`config.mk`:
```
export PLATFORM = sky130hd
export DESIGN_NAME = conv11_mac_requant
export DESIGN_NICKNAME = d
export VERILOG_FILES = /design/src/rtl/conv11_mac_requant.sv
export SDC_FILE = /design/constraint.sdc
export NUM_CORES = 2
export LEC_CHECK = 0
export CAP_MARGIN = 25
export CELL_PAD_IN_SITES_DETAIL_PLACEMENT = 1
export CELL_PAD_IN_SITES_GLOBAL_PLACEMENT = 2
export CORE_MARGIN = 4
export CORE_UTILIZATION = 34
export DETAILED_ROUTE_END_ITERATION = 8
export GPL_TIMING_DRIVEN = 0
export PLACE_DENSITY_LB_ADDON = 0.1
export RECOVER_POWER = 50
export SLEW_MARGIN = 0
export SYNTH_ARGS = -nofsm -noshare
export SYNTH_HDL_FRONTEND = slang
export SYNTH_SLANG_ARGS = --single-unit
export TNS_END_PERCENT = 50
```
`constraint.sdc`:
```
create_clock -name clk -period 8.8 [get_ports clk]
set_input_delay 1.32 -clock clk [delete_from_list [all_inputs] [get_ports clk]]
set_output_delay 1.32 -clock clk [all_outputs]
set_load 0.03 [all_outputs]
```
`src/rtl/conv11_mac_requant.sv`:
```
// conv11_mac_requant: pointwise conv MAC over LANES-wide beats with bias, fixed-point requantisation,
// optional ReLU and saturation, emitted through a valid/ready handshake.
module conv11_mac_requant #(
    parameter int DATA_WIDTH = 8,
    parameter int MUL_WIDTH  = 16,
    parameter int LANES      = 4,
    parameter int ACC_WIDTH  = 32,
    parameter int BIAS_WIDTH = 32,
    parameter int SHIFT      = 16,
    parameter int OUT_WIDTH  = 8
) (
    input  logic                                clk,
    input  logic                                rst,
    input  logic                                in_valid,
    output logic                                in_ready,
    input  logic                                in_last,
    input  logic        [LANES*DATA_WIDTH-1:0]  data_in,
    input  logic        [LANES*DATA_WIDTH-1:0]  weight_in,
    input  logic signed [BIAS_WIDTH-1:0]        bias,
    input  logic signed [BIAS_WIDTH-1:0]        scale,
    input  logic                                relu_en,
    output logic signed [OUT_WIDTH-1:0]         result,
    output logic                                out_valid,
    input  logic                                out_ready
);
    localparam int TW = ACC_WIDTH + 1;
    localparam int PW = TW + BIAS_WIDTH;
    localparam logic signed [PW-1:0] HALF = PW'(1) << (SHIFT - 1);
    localparam logic signed [PW-1:0] MAXV = PW'((1 << (OUT_WIDTH - 1)) - 1);
    localparam logic signed [PW-1:0] MINV = ~MAXV;

    typedef enum logic [2:0] {ACC, BIAS, SCALE, ROUND, OUT} state_t;

    state_t                       r_state, w_next;
    logic signed [ACC_WIDTH-1:0]  r_acc, r_sum, w_beat_sum, w_acc_next;
    logic signed [BIAS_WIDTH-1:0] r_bias, r_scale;
    logic                         r_relu, r_out_valid, w_fire;
    logic signed [TW-1:0]         r_t;
    logic signed [PW-1:0]         r_p, w_round, w_relu;
    logic signed [OUT_WIDTH-1:0]  r_result, w_sat;
    logic signed [MUL_WIDTH-1:0]  w_prod [LANES];

    genvar l;
    for (l = 0; l < LANES; l++) begin : g_lane
        logic signed [MUL_WIDTH-1:0] w_d, w_w;
        assign w_d = MUL_WIDTH'($signed(data_in[l*DATA_WIDTH +: DATA_WIDTH]));
        assign w_w = MUL_WIDTH'($signed(weight_in[l*DATA_WIDTH +: DATA_WIDTH]));
        assign w_prod[l] = w_d * w_w;
    end

    always_comb begin
        w_beat_sum = '0;
        for (int i = 0; i < LANES; i++)
            w_beat_sum = w_beat_sum + ACC_WIDTH'(w_prod[i]);
    end

    assign w_acc_next = r_acc + w_beat_sum;
    assign w_fire     = in_valid && in_ready;
    // Arithmetic shift of the biased product gives round-half-toward-+inf.
    assign w_round    = (r_p + HALF) >>> SHIFT;
    assign w_relu     = (r_relu && w_round < 0) ? '0 : w_round;
    assign w_sat      = w_relu > MAXV ? OUT_WIDTH'(MAXV) :
                        w_relu < MINV ? OUT_WIDTH'(MINV) : OUT_WIDTH'(w_relu);

    always_ff @(posedge clk or posedge rst) begin
        if (rst) r_state <= ACC;
        else     r_state <= w_next;
    end

    always_comb begin
        w_next   = r_state;
        in_ready = 1'b0;
        case (r_state)
            ACC: begin
                in_ready = 1'b1;
                w_next   = (in_valid && in_last) ? BIAS : ACC;
            end
            BIAS:    w_next = SCALE;
            SCALE:   w_next = ROUND;
            ROUND:   w_next = OUT;
            OUT:     w_next = out_ready ? ACC : OUT;
            default: w_next = ACC;
        endcase
    end

    always_ff @(posedge clk or posedge rst) begin
        if (rst) begin
            r_acc       <= '0;
            r_sum       <= '0;
            r_bias      <= '0;
            r_scale     <= '0;
            r_relu      <= 1'b0;
            r_t         <= '0;
            r_p         <= '0;
            r_result    <= '0;
            r_out_valid <= 1'b0;
        end else begin
            if (w_fire) begin
                r_acc <= in_last ? '0 : w_acc_next;
                if (in_last) begin
                    r_sum   <= w_acc_next;
                    r_bias  <= bias;
                    r_scale <= scale;
                    r_relu  <= relu_en;
                end
            end
            if (r_state == BIAS)  r_t <= TW'(r_sum) + TW'(r_bias);
            if (r_state == SCALE) r_p <= PW'(r_t) * PW'(r_scale);
            if (r_state == ROUND) begin
                r_result    <= w_sat;
                r_out_valid <= 1'b1;
            end
            if (r_state == OUT && out_ready) r_out_valid <= 1'b0;
        end
    end

    assign result    = r_result;
    assign out_valid = r_out_valid;
endmodule

```
==> results by group <==
Synth
  • Main synth FF type: dfrtp_1
  • Post-Synth XOR/XNOR Area: 1.69%
  • Yosys reg bits: 224
  • Synth Area in Simple Gates: 16.8%
  • Post-synthesis area per instance: 9.38 sq um
  • EDFF count, synth: 0
  • Mux contribution to synthesized area: 0.272%
  • Syn Inst Count: 6780
  • Synth Area in Adders: 56.1%
  • Compound-cell area share of the yosys netlist: 5.38%
  • Distinct cells, synth: 88
  • Largest family of logic cells by synthesized area: adder cells
  • Syn Nets: 8824
  • Ys Warns: 0
  • Sequential area share after synthesis: 8.82%
  • Mapped Area: 0.0636 sq mm
  • Ys async rst share: 100%

Route
  • Total wire length: 253000 microns
  • Met1 wire length: 105000 microns
  • Top Metal Used: met5
  • Routed length on met2: 126000 microns
  • Number of remaining DRC errors: 0
  • Met3 routed WL: 10500 microns
  • Wire length per cell: 26.6 microns
  • Post-DRT Antenna Nets: 0
  • Via Count: 47500
  • Drt first pass iters: 5
  • Via/cell ratio: 4.99
  • 1st-iter DRT viols: 2524

Setup path
  • Cell mode on critical path: fa_1
  • Crit Path Category: reg -> reg
  • CP startpoint: r_scale[2]$_DFFE_PP0P_
  • Setup crit start kind: flop
  • CP Capture Type: flop
  • Crit path cell chain: buf_2 > nand2_1 > fa_1 > fa_1 > fa_1 > fa_1 > inv_1 > fa_1 > fa_1 > fa_1 > fa_1 > ha_1 > and4_1 > and4_1 > nand4_1 > and4_2 > nor3_2 > a21oi_1 > a211oi_2 > buf_4 > nor4b_1 > a211o_1
  • Worst-path maximum fanout: 10
  • Crit-path max cell delay: 640 ps
  • RR Startpoint: r_scale[2]$_DFFE_PP0P_
  • Slowest cell on crit path: dfrtp_2
  • WP data required: 9300 ps
  • Worst EP arrival: 9300 ps

Placement
  • Final GP Congestion: 0.956
  • Placed insts: 9450
  • Post-DP Area: 0.0689 sq mm
  • Port bufs: 138
  • Post-DP HPWL: 222000 microns

Worst hold path
  • Hold WC Path Type: reg -> reg
  • Hold_sp: r_bias[15]$_DFFE_PP0P_

Global routing
  • GRT Util Overall: 26.6%
  • Pin count of the biggest net entering global routing: 111
  • Initial antenna violation count: 28
  • First-pass GRT wire length: 371000 microns
  • Vias in the first global route: 53600
  • Total gr overflow: 0

Floorplan
  • Die H: 440 microns
  • CORE AREA: 0.186 sq mm
  • Starting Density: 34.2%
  • Die footprint: 0.194 sq mm
  • Die W: 440 microns
  • Row count: 158
  • Io pins: 144

Timing
  • Hold Violations, Final: 0
  • Max-slew headroom: -159%
  • Fin Setup TNS: -0.181 ps
  • Peak Freq: 0.114 GHz
  • Slew @ Worst Pin: 3890 ps
  • Min setup slack post-route: -0.181 ps
  • Final setup violation count: 1
  • Fin crit period: 8800 ps
  • Clock Skews: 35.3 ps
  • Final Max Tran Viols: 229
  • Final worst path period share: 100%

Finish
  • Nets: 9064
  • Util after Layout: 38.1%
  • Share of cells above drive strength 1: 5.89%
  • Cell area after layout: 0.0707 sq mm
  • Commonest non-fill, non-tap cells in the layout: 1557 x fa_1, 1551 x inv_1, 1023 x nand2_1, 660 x and2_1, 338 x ha_1
  • Commonest non-fill, non-tap cell in the layout: fa_1
  • Fin cells: 9528
  • Layout overhead on the synthesized area: 11.2%
  • FILL cells: 21200

Clocking
  • CTS root buffer: clkbuf_16
  • Clk_lat worst skew: 640 ps
  • Clk pin slew, worst setup/hold paths: 60 ps
  • Max Root-Sink Buffers: 3
  • Num CTS Buffers: 34
  • Htree depth: 2
  • CTS Hold Buffers Added: 0
  • Clk sinks: 224
  • CTS tree: built

Status
  • Run status: finished, violations left
  • Failing checks: max-capacitance violations, max-slew violations, negative setup slack

Flow run
  • Max-Cap Viols: 3
==> worst max-delay path: cells and delay by family, from the launching register on <==
family / cells / cell delay (ps)
and+or+nand+nor: 7 / 1960
DFF: 1 / 640
adders and majority gates: 9 / 4760
AOI/OAI and AO/OA: 3 / 710
buffers and inverters: 3 / 600
==> cells in the mapped netlist, types with 7 or more instances <==
cell,n,area (sq um)
mux2_2,10,113
or3_1,15,93.8
and2_1,664,4150
o211ai_1,9,67.6
nand3_1,62,310
o22a_1,8,70.1
o2111ai_1,7,61.3
o21bai_1,19,143
nor4_1,15,93.8
o21a_1,19,143
o31ai_1,32,240
a31oi_1,19,119
xnor2_1,83,727
buf_2,8,40.0
and3_1,23,144
or4_1,10,75.1
a21o_1,47,353
nand2b_1,43,269
nor4b_1,10,87.6
and4_1,11,96.3
a22o_1,17,149
nor2_1,112,420
clkbuf_1,274,1030
nor3b_1,14,105
a21boi_0,9,67.6
inv_1,1558,5850
xor2_1,40,350
dfrtp_1,224,5610
a211oi_1,24,180
nand2_1,1025,3850
a21oi_1,117,586
nor3_1,30,150
nand4_1,33,206
o21ai_0,147,736
nor2b_1,24,150
ha_1,340,4250
fa_1,1570,31400
==> sequential cells by signal (all words and copies together), names as in the netlist, 3 cells and up <==
signal,cells
r_bias,32
r_p,50
r_t,33
r_state,3
r_sum,32
r_scale,32
r_acc,32
result,8
==> repair_timing <==
| action | CTS | global route |
|---|---|---|
| cloned | 0 | 1 |
| endpoints found under the setup margin | 75 | 48 |
| pin swaps | 6 | 7 |
| resized for setup | 154 | 227 |
| setup buffers | 10 | 16 |
==> through the flow <==
| stage | setup slack (ps) | hold slack (ps) |
|---|---|---|
| 2_1_floorplan | 191 | 439 |
| 3_3_place_gp | -2830 | 456 |
| 3_5_place_dp | -1900 | 468 |
| 4_1_cts | -35.2 | 483 |
| 5_1_grt | -0.929 | 508 |
| 6_report | -0.181 | 479 |
==> layer usage <==
layer | track usage [%] | up-vias
met5 | 0 | -
met4 | 9.71 | 2
met3 | 2.98 | 309
met2 | 45.8 | 1021
met1 | 34.4 | 25600
li1 | - | 20600
==> cells by family after synthesis <==
logic type	count (synthesis)
AND/OR/NAND/NOR	2131
XOR/XNOR	123
buffers and inverters	1847
AO/OA/AOI/OAI	529
flip-flops	224
adder cells (fa/ha/maj)	1910
multiplexers	16
==> cell type report <==
type                            instances  area, sq um  area share, %
Multi-Input combinational cell       4710        51200           72.4
Inverter                             1558         5870           8.30
Sequential cell                       224         5640           7.97
Tap cell                             2480         3100           4.39
Timing Repair Buffer                  216         2410           3.40
Buffer                                276         1280           1.81
Clock buffer                           42          911           1.29
Clock inverter                         17          270          0.382
Antenna cell                            5         12.5         0.0177
==> path summary, 6_finish.rpt <==
path                       slack, ps  depth (start not counted)                     end
min in group asynchronous       1910                          2  r_bias[27]$_DFFE_PP0P_
max in group asynchronous       2350                          3     r_p[15]$_DFFE_PP0P_
setup reg to reg                -0.2                         22     r_p[60]$_DFFE_PP0P_
hold / removal                   480                          2  r_bias[15]$_DFFE_PP0P_
hold reg to reg                  480                          2  r_bias[15]$_DFFE_PP0P_
setup / recovery                -0.2                         22     r_p[60]$_DFFE_PP0P_
Power is not shown: default switching activity piles up to over one toggle a cycle in this logic, so the estimate is an artifact.
